===== src/rtl/instr_fetch_queue.sv =====
// Instruction fetch queue: issues sequential imem reads and buffers {instr, pc} for decode.
// Latency: request in cycle N, queue push at N+1, presented to decode (id_valid) at N+2.
// Backpressure: requests are credit-limited (queued + in flight < DEPTH); id_ready=0 holds the head.
//
// Ports:
//   clk, rst              single clock; asynchronous active-low reset
//   imem_req/imem_addr    read request to instruction memory (one per cycle max)
//   imem_rdata            read data, valid the cycle after the request
//   redirect_valid/_pc    flush queue, squash in-flight response, restart fetch at redirect_pc
//   id_valid/instr/pc     queue head presented to decode; id_ready accepts it
//   stall_cnt, flush_cnt  optional saturating counters, present only with IFQ_PERF_CNT_EN defined
module instr_fetch_queue #(
   parameter int               ADDR_W   = 8,
   parameter int               INSTR_W  = 9,
   parameter int               DEPTH    = 4,
   parameter logic [ADDR_W-1:0] RESET_PC = '0
) (
   input  logic               clk,
   input  logic               rst,
   output logic               imem_req,
   output logic [ADDR_W-1:0]  imem_addr,
   input  logic [INSTR_W-1:0] imem_rdata,
   input  logic               redirect_valid,
   input  logic [ADDR_W-1:0]  redirect_pc,
   output logic               id_valid,
   output logic [INSTR_W-1:0] id_instr,
   output logic [ADDR_W-1:0]  id_pc,
   input  logic               id_ready
`ifdef IFQ_PERF_CNT_EN
   ,
   output logic [15:0]        stall_cnt,
   output logic [7:0]         flush_cnt
`endif
);

   localparam int PW = $clog2(DEPTH);
   localparam int CW = PW + 1;

   logic [INSTR_W-1:0] q_instr [DEPTH];
   logic [ADDR_W-1:0]  q_pc    [DEPTH];

   logic [ADDR_W-1:0]  pc;
   logic [ADDR_W-1:0]  inflight_pc;
   logic               inflight;
   logic [PW-1:0]      wr_ptr;
   logic [PW-1:0]      rd_ptr;
   logic [CW-1:0]      count;
   logic [CW:0]        occupancy;
   logic               head_vld;
   logic               push;
   logic               pop;

   // The in-flight response already owns a slot, so it counts against the credit.
   assign occupancy = {1'b0, count} + {{CW{1'b0}}, inflight};
   assign imem_req  = rst & ~redirect_valid & (occupancy < (CW+1)'(DEPTH));
   assign imem_addr = pc;

   assign head_vld  = (count != '0);
   assign id_valid  = head_vld & ~redirect_valid;
   // Head data is forced to zero when the queue is empty so reset leaves clean outputs.
   assign id_instr  = head_vld ? q_instr[rd_ptr] : '0;
   assign id_pc     = head_vld ? q_pc[rd_ptr]    : '0;

   // A response landing in a redirect cycle belongs to the old path and is dropped.
   assign push = inflight & ~redirect_valid;
   assign pop  = id_valid & id_ready;

   always_ff @(posedge clk or negedge rst) begin
      if (!rst) begin
         pc          <= RESET_PC;
         inflight_pc <= '0;
         inflight    <= 1'b0;
         wr_ptr      <= '0;
         rd_ptr      <= '0;
         count       <= '0;
      end else if (redirect_valid) begin
         pc       <= redirect_pc;
         inflight <= 1'b0;
         wr_ptr   <= '0;
         rd_ptr   <= '0;
         count    <= '0;
      end else begin
         inflight <= imem_req;
         if (imem_req) begin
            pc          <= pc + ADDR_W'(1);
            inflight_pc <= pc;
         end
         if (push) wr_ptr <= wr_ptr + PW'(1);
         if (pop)  rd_ptr <= rd_ptr + PW'(1);
         if (push && !pop)
            count <= count + CW'(1);
         else if (!push && pop)
            count <= count - CW'(1);
      end
   end

   // Storage needs no reset: entries are only visible through head_vld.
   always_ff @(posedge clk) begin
      if (push) begin
         q_instr[wr_ptr] <= imem_rdata;
         q_pc[wr_ptr]    <= inflight_pc;
      end
   end

`ifdef IFQ_PERF_CNT_EN
   always_ff @(posedge clk or negedge rst) begin
      if (!rst) begin
         stall_cnt <= '0;
         flush_cnt <= '0;
      end else begin
         if (id_ready && !id_valid && (stall_cnt != 16'hFFFF))
            stall_cnt <= stall_cnt + 16'd1;
         if (redirect_valid && (flush_cnt != 8'hFF))
            flush_cnt <= flush_cnt + 8'd1;
      end
   end
`endif

endmodule


===== config.mk =====
export PLATFORM = sky130hd
export DESIGN_NAME = instr_fetch_queue
export DESIGN_NICKNAME = d
export VERILOG_FILES = /design/src/rtl/instr_fetch_queue.sv
export SDC_FILE = /design/constraint.sdc
export NUM_CORES = 1
export LEC_CHECK = 0
export BUFFER_PORTS_ARGS = -buffer_cell sky130_fd_sc_hd__buf_2
export CORE_AREA = 2 2 92 94
export CTS_CLUSTER_DIAMETER = 30
export CTS_CLUSTER_SIZE = 12
export DETAILED_ROUTE_END_ITERATION = 16
export DIE_AREA = 0 0 94 96
export HOLD_SLACK_MARGIN = 0.05
export PLACE_DENSITY = 0.69
export SLEW_MARGIN = 20
export SYNTH_ARGS = -nofsm -noshare
export SYNTH_HDL_FRONTEND = slang
export SYNTH_SLANG_ARGS = --single-unit
export TNS_END_PERCENT = 5

===== constraint.sdc =====
create_clock -name clk -period 3.3 [get_ports clk]
set_clock_uncertainty 0.05 [all_clocks]
set_input_delay 0.33 -clock clk [delete_from_list [all_inputs] [get_ports clk]]
set_output_delay 0.33 -clock clk [all_outputs]
set_load 0.02 [all_outputs]

==> key figures, run 1 <==
Power and ir drop
  • Peak supply drop: 0.424 mV
  • P_leak: 1.69 nW
  • Areal power density over the cells: 732 nW/um2

Yosys
  • Portion of the post-synthesis area used by sequential elements: 67.6%
  • Area share of the largest cell type after synthesis: 52.2%
  • Most frequent cells after synthesis: 68 x sky130_fd_sc_hd__edfxtp_1, 34 x sky130_fd_sc_hd__nand2_1, 24 x sky130_fd_sc_hd__dfrtp_1, 20 x sky130_fd_sc_hd__nor2b_1, 17 x sky130_fd_sc_hd__mux4_2
  • Number of warnings issued by yosys: 0
  • Distinct cell type count after synthesis: 40
  • Most common cell in the synthesized netlist: sky130_fd_sc_hd__edfxtp_1
  • Average cell area after synthesis: 15.6 um2
  • Net count after synthesis: 277
  • Ys flop type: sky130_fd_sc_hd__edfxtp_1
  • Synthesized instance count: 250
  • Cell types with the largest area share after synthesis: sky130_fd_sc_hd__edfxtp_1 52%, sky130_fd_sc_hd__dfrtp_1 15%, sky130_fd_sc_hd__mux4_2 9.8%
  • Asr flop ratio synth: 26.1%
  • Area of the mapped netlist: 3910 um2
  • Yosys top cell by area: sky130_fd_sc_hd__edfxtp_1
  • Flops & latches, synth: 92
  • Number of synthesized flops with an enable pin: 68

Route
  • Post-detailed-route DRC marker count: 0
  • Top sig layer: met4
  • Via count: 2,150
  • Wire length after detailed routing: 6650 um
  • Number of DRC markers after the initial detailed-route iteration: 99
  • Average via count per standard cell: 5.26
  • Antenna Violating Nets Remaining: 0
  • Met2 wirelength from detailed routing: 3320 um
  • Detailed-routing wirelength on met1: 2970 um
  • Wire length on met3: 257 um
  • Routed length per placed instance: 16.3 um
  • Drt pass-1 iters: 4

Clock network
  • CTS tree: built
  • Total CTS buffers: 9
  • Root cell of the clock tree: sky130_fd_sc_hd__clkbuf_8
  • Maximum level of the CTS H-tree: 3
  • Clk sinks: 92
  • Number of instances resized during post-cts repair: 0
  • Maximum root-to-sink buffer count: 2
  • Clk Latency, worst-skew pair: 340 ps
  • Clock transition at the register clock pins on the worst setup and hold paths after CTS: 80 ps

Finish
  • Fraction of layout cells with a size suffix above 1: 28.0%
  • Final #Nets: 326
  • Post-route cell area: 4430 um2
  • Ant. Diodes: 0
  • Layout-stage area growth over the synthesis result: 13.1%

Setup path
  • Category of the worst setup path capture point: primary output
  • Maximum fanout count along the critical path: 26
  • Kind of critical path: primary input to primary output
  • Required arrival time at the worst endpoint: 2920 ps
  • Crit path DAT: 2100 ps
  • Worst R2R Path Depth: 2
  • Startpoint Class: primary input

STA
  • Peak clock frequency supported by timing: 404 MHz
  • RSZ-0062 raised after global routing: no
  • Max Transition Viols Final: 0
  • Worst slew slack as a fraction of its limit: 40.2%
  • Measured slew at the worst slew-check pin: 898 ps
  • Hold violation count in the final report: 0
  • Final count of negative-setup-slack endpoints: 0
  • Setup TNS: 0 ps
  • Final period utilization: 75.1%
  • Min cycle time layout: 2480 ps

Placed design
  • Routability congestion estimate from global placement: 0.794
  • HPWL after DPL: 4230 um
  • DP Area: 4220 um2
  • Port Buffer Count: 47

Die
  • Core outline area: 8050 um2
  • Initial cell density of the core: 48.6%
  • Die Span X: 94 um
  • Die Area: 9020 um2
  • Die height: 96 um
  • Number of ports placed on the die boundary: 48
  • Standard-cell rows: 33

GRT
  • Pin count of the biggest net entering global routing: 27
  • First-pass GRT wire length: 10,700 um
  • Vias in the first global route: 2,131
  • Overall fraction of global-route tracks in use: 16.1%
  • Antenna violations before repair: 0
  • Total congestion overflow after global routing: 0

Worst hold path
  • Worst hold path stage count: 3
  • Worst Hold Class: primary input to flop

Flow run
  • Number of maximum-capacitance violations: 0

Outcome
  • Result of the run: finished, final reports clean
[routing by layer]
metal	vias to the layer above	GRT usage (%)
li1	1018	-
met1	1066	21.7
met2	56	26.2
met3	10	2.74
met4	0	6.88
met5	-	0
[power breakdown]
part           internal [mW]  total, mW  switching, mW  leakage, nW
clock network          0.351      0.720          0.370       0.0943
logic                  0.398      0.964          0.566        0.671
registers               1.40       1.55          0.155        0.924
total                   2.15       3.24           1.09         1.69
[sequential cells by signal (all words and copies together) (netlist names)]
signal and count:
q_instr 36, q_pc 32, imem_addr 8, inflight_pc 8
count 3, rd_ptr 2, wr_ptr 2, inflight 1
[through the flow]
stage | hold slack (ps) | power [mW] | setup WS (ps) | utilization [%] | instances
after detailed placement | 323 | 2.56 | 1200 | 52.5 | 392
after global routing | 131 | 3.43 | 621 | 55.0 | 409
final | 143 | 3.24 | 823 | 55.0 | 409
after global placement | 319 | 2.54 | 1260 | 52.5 | 392
after floorplan | -15.6 | 2.25 | 1520 | - | 250
after CTS | 124 | 3.29 | 748 | 55.0 | 409
[path summary, 6_finish.rpt]
| check | end | startpoint | slack [ps] |
|---|---|---|---|
| setup / recovery | imem_req | rst | 820 |
| hold / removal | imem_addr[3] | redirect_pc[3] | 140 |
| setup reg to reg | q_pc[2][2] | inflight | 1230 |
| hold reg to reg | q_pc[0][2] | inflight_pc[2] | 470 |
| max in group asynchronous | inflight_pc[0] | rst | 2320 |
| min in group asynchronous | imem_addr[1] | rst | 470 |
[critical path, cell delays in order]
cell,delay (ps)
sky130_fd_sc_hd__dlygate4sd3_1,520
sky130_fd_sc_hd__buf_2,490
sky130_fd_sc_hd__nand3_4,310
sky130_fd_sc_hd__inv_4,230
sky130_fd_sc_hd__buf_2,190
[placed cells by master (no fill, tap or decap), types with 2 or more instances in the layout]
master,n
sky130_fd_sc_hd__and2_1,5
sky130_fd_sc_hd__xnor2_1,4
sky130_fd_sc_hd__nand2_1,34
sky130_fd_sc_hd__mux2i_1,2
sky130_fd_sc_hd__dfrtp_1,24
sky130_fd_sc_hd__nor2_1,8
sky130_fd_sc_hd__edfxtp_1,68
sky130_fd_sc_hd__nor3_1,2
sky130_fd_sc_hd__nand3_1,3
sky130_fd_sc_hd__buf_4,2
sky130_fd_sc_hd__a31oi_1,3
sky130_fd_sc_hd__inv_1,8
sky130_fd_sc_hd__o21ai_0,3
sky130_fd_sc_hd__a221o_1,3
sky130_fd_sc_hd__clkbuf_8,9
sky130_fd_sc_hd__ha_1,5
sky130_fd_sc_hd__a311o_1,2
sky130_fd_sc_hd__mux4_2,17
sky130_fd_sc_hd__nor2b_1,20
sky130_fd_sc_hd__and3_1,3
sky130_fd_sc_hd__a32oi_1,2
sky130_fd_sc_hd__nand3_4,2
sky130_fd_sc_hd__a21oi_1,2
sky130_fd_sc_hd__buf_2,47
sky130_fd_sc_hd__a21o_1,2
sky130_fd_sc_hd__xor2_1,3
[cell families (layout without fill, tap and decap cells)]
logic type / after synthesis / count (layout) / synth area share [%]
fa+ha+maj: 6 / 6 / 2.11
mux: 19 / 19 / 10.3
simple gates: 82 / 82 / 11.0
flops: 92 / 92 / 67.6
compound gates: 23 / 23 / 4.77
xor+xnor: 7 / 7 / 1.57
buf+inv: 21 / 75 / 2.69
[what timing repair did]
item	4_1_cts	5_1_grt
setup endpoints to repair	0	0
setup buffers	0	0
hold endpoints to repair	24	0
hold buffers	1	0
[area by class of cell]
cell class / count / area [um2]
Timing Repair Buffer: 50 / 260
Sequential cell: 92 / 2640
Fill cell: 671 / 3630
Clock buffer: 10 / 128
Tap cell: 105 / 131
Multi-Input combinational cell: 137 / 1160
Inverter: 9 / 36.3
Clock inverter: 6 / 63.8
Note: power is estimated with default switching activity, not from simulation.
==> inputs of run 2 (changes only) <==
- clock period: 3.3 -> 2.3 ns (I/O delays scaled with it)
==> run 2 against run 1 <==
Compared with the run above:
- flip-flop and latch count stayed put
- design area is 5.5% higher
- clock-buffer cell count stayed put
- worst hold slack worse by 31 ps
- highest routed layer unchanged
- first-iteration DRC count is 21% lower
- critical endpoint is now id_pc[6]
- critical path depth is 1 lower
- clock power is 38% higher
- critical path type is now flop to primary output
- combinational power is 50% higher
==> key figures, run 2 (synthesis results as in run 1) <==
Setup path
  • Worst path buffer plus inverter count: 2
  • Critical path origin: rd_ptr[0]
  • Worst R2R Path Depth: 5
  • Stage delay of the slowest cell on the critical path: 510 ps
  • Family of cells with the greatest summed delay on the critical path: multiplexers
  • Startpoint Class: flop
  • Kind of critical path: flop to primary output
  • Crit path DAT: 1830 ps
  • R2R Setup Slk: 400 ps
  • RR Endpoint: count[1]
  • Category of the worst setup path capture point: primary output
  • Start of the worst register-to-register path: count[2]
  • Master of the slowest instance on the critical path: sky130_fd_sc_hd__mux4_2
  • Maximum fanout count along the critical path: 16
  • CP cell instances: buf_12 -> mux4_2 -> nor2b_1 -> buf_2
  • Required arrival time at the worst endpoint: 2020 ps

Route
  • Average via count per standard cell: 5.16
  • Antenna Violating Nets Remaining: 0
  • Post-detailed-route DRC marker count: 0
  • Drt pass-1 iters: 4
  • Wire length after detailed routing: 6720 um
  • Via count: 2,239
  • Routed length per placed instance: 15.5 um
  • Number of DRC markers after the initial detailed-route iteration: 78

Power and ir drop
  • Post-layout total power: 4.64 mW
  • P_leak: 1.80 nW
  • Areal power density over the cells: 994 nW/um2
  • Peak supply drop: 0.366 mV

Finish
  • Final #Nets: 351
  • Most frequent standard cell in the layout excluding fill and tap cells: sky130_fd_sc_hd__edfxtp_1
  • Commonest cells after routing, fill and taps aside: 68 x sky130_fd_sc_hd__edfxtp_1, 47 x sky130_fd_sc_hd__buf_2, 34 x sky130_fd_sc_hd__nand2_1
  • Ant. Diodes: 0
  • Largest register FFs: 36
  • Top reg by flops: q_instr
  • Fraction of layout cells with a size suffix above 1: 28.6%
  • Largest registers: q_instr: 36 flops, q_pc: 32 flops
  • Layout-stage area growth over the synthesis result: 19.4%

GRT
  • Vias in the first global route: 2,192
  • First-pass GRT wire length: 10,900 um
  • Overall fraction of global-route tracks in use: 16.5%
  • Antenna violations before repair: 0
  • Pin count of the biggest net entering global routing: 20
  • Total congestion overflow after global routing: 0

Clock network
  • Maximum root-to-sink buffer count: 2
  • Total CTS buffers: 9
  • CTS tree: built
  • Clk Latency, worst-skew pair: 360 ps
  • Maximum level of the CTS H-tree: 3
  • Clock transition at the register clock pins on the worst setup and hold paths after CTS: 80 ps
  • Clk sinks: 92
  • Root cell of the clock tree: sky130_fd_sc_hd__clkbuf_8

Flow run
  • Number of maximum-capacitance violations: 0

Worst hold path
  • Worst hold path stage count: 2
  • Worst Hold Class: primary input to flop
  • Worst min-delay path endpoint: rd_ptr[1]
  • Startpoint of the worst hold path: redirect_valid

Die
  • Die Span X: 94 um
  • Die height: 96 um
  • Core outline area: 8050 um2
  • Initial cell density of the core: 48.6%
  • Number of ports placed on the die boundary: 48
  • Die Area: 9020 um2
  • Standard-cell rows: 33

STA
  • Min cycle time layout: 2110 ps
  • Measured slew at the worst slew-check pin: 342 ps
  • RSZ-0062 raised after global routing: no
  • Final count of negative-setup-slack endpoints: 0
  • Max Transition Viols Final: 0
  • Setup TNS: 0 ps
  • Peak clock frequency supported by timing: 473 MHz
  • Worst hold-check slack: 112 ps
  • Final period utilization: 91.9%
  • Worst slew slack as a fraction of its limit: 77.2%
  • Hold violation count in the final report: 0

Placed design
  • Port Buffer Count: 47
  • Routability congestion estimate from global placement: 0.826
  • HPWL after DPL: 4170 um

Outcome
  • Result of the run: finished, final reports clean
run 2: changes by cell type in the layout (fill, tap and decap cells not counted), sizes merged:
cell,before,now
dlygate4sd3,1,18
buf,49,57
clkinv,3,0
inv,10,13
bufinv,1,0
clkinvlp,1,2
run 2: power breakdown:
| part | leakage (nW) | switching, mW | internal [mW] | total (mW) |
|---|---|---|---|---|
| Sequential | 0.924 | 0.194 | 2.01 | 2.20 |
| Combinational | 0.789 | 0.826 | 0.620 | 1.45 |
| Clock | 0.0858 | 0.584 | 0.412 | 0.996 |
| Total | 1.80 | 1.60 | 3.04 | 4.64 |
run 2: area by class of cell:
cell class	count	area (um2)
clock buffer	10	128
clock inverter	6	52.6
fill	651	3380
inverter	9	36.3
multi-input combinational	137	1160
sequential	92	2640
tap	105	131
timing repair buffer	75	515
run 2: metal layers:
layer	GRT usage (%)	part of all wire, %	wire length [um]	vias up
met4	5.80	1.2	79	0
met5	0	0	0	-
met3	4.78	4.1	279	7
met1	21.1	46	3090	1095
met2	27.1	49	3280	59
li1	-	-	-	1078
run 2: repair_timing:
item	in CTS	in global routing
resized for setup	0	0
buffers inserted	0	0
hold buffers	18	0
hold endpoints to repair	68	0
endpoints found under the setup margin	0	0
run 2: how the worst max path moves through the flow:
stage / end / slack [ps] / cells past startpoint
global placement: count[1] / 490 / 5
finish: id_pc[6] / 190 / 4
global route: id_pc[0] / 70 / 4
floorplan: count[2] / 520 / 7
detailed placement: count[1] / 400 / 5
CTS: id_pc[6] / 150 / 4
run 2: metrics by stage:
step | setup slack [ps] | cells | util (%) | cell area [um2]
5_1_grt | 72.9 | 434 | 58.0 | 4670
2_1_floorplan | 521 | 250 | - | 3910
3_3_place_gp | 492 | 400 | 53.5 | 4310
6_report | 187 | 434 | 58.0 | 4670
3_5_place_dp | 405 | 400 | 53.5 | 4310
4_1_cts | 147 | 434 | 58.0 | 4670
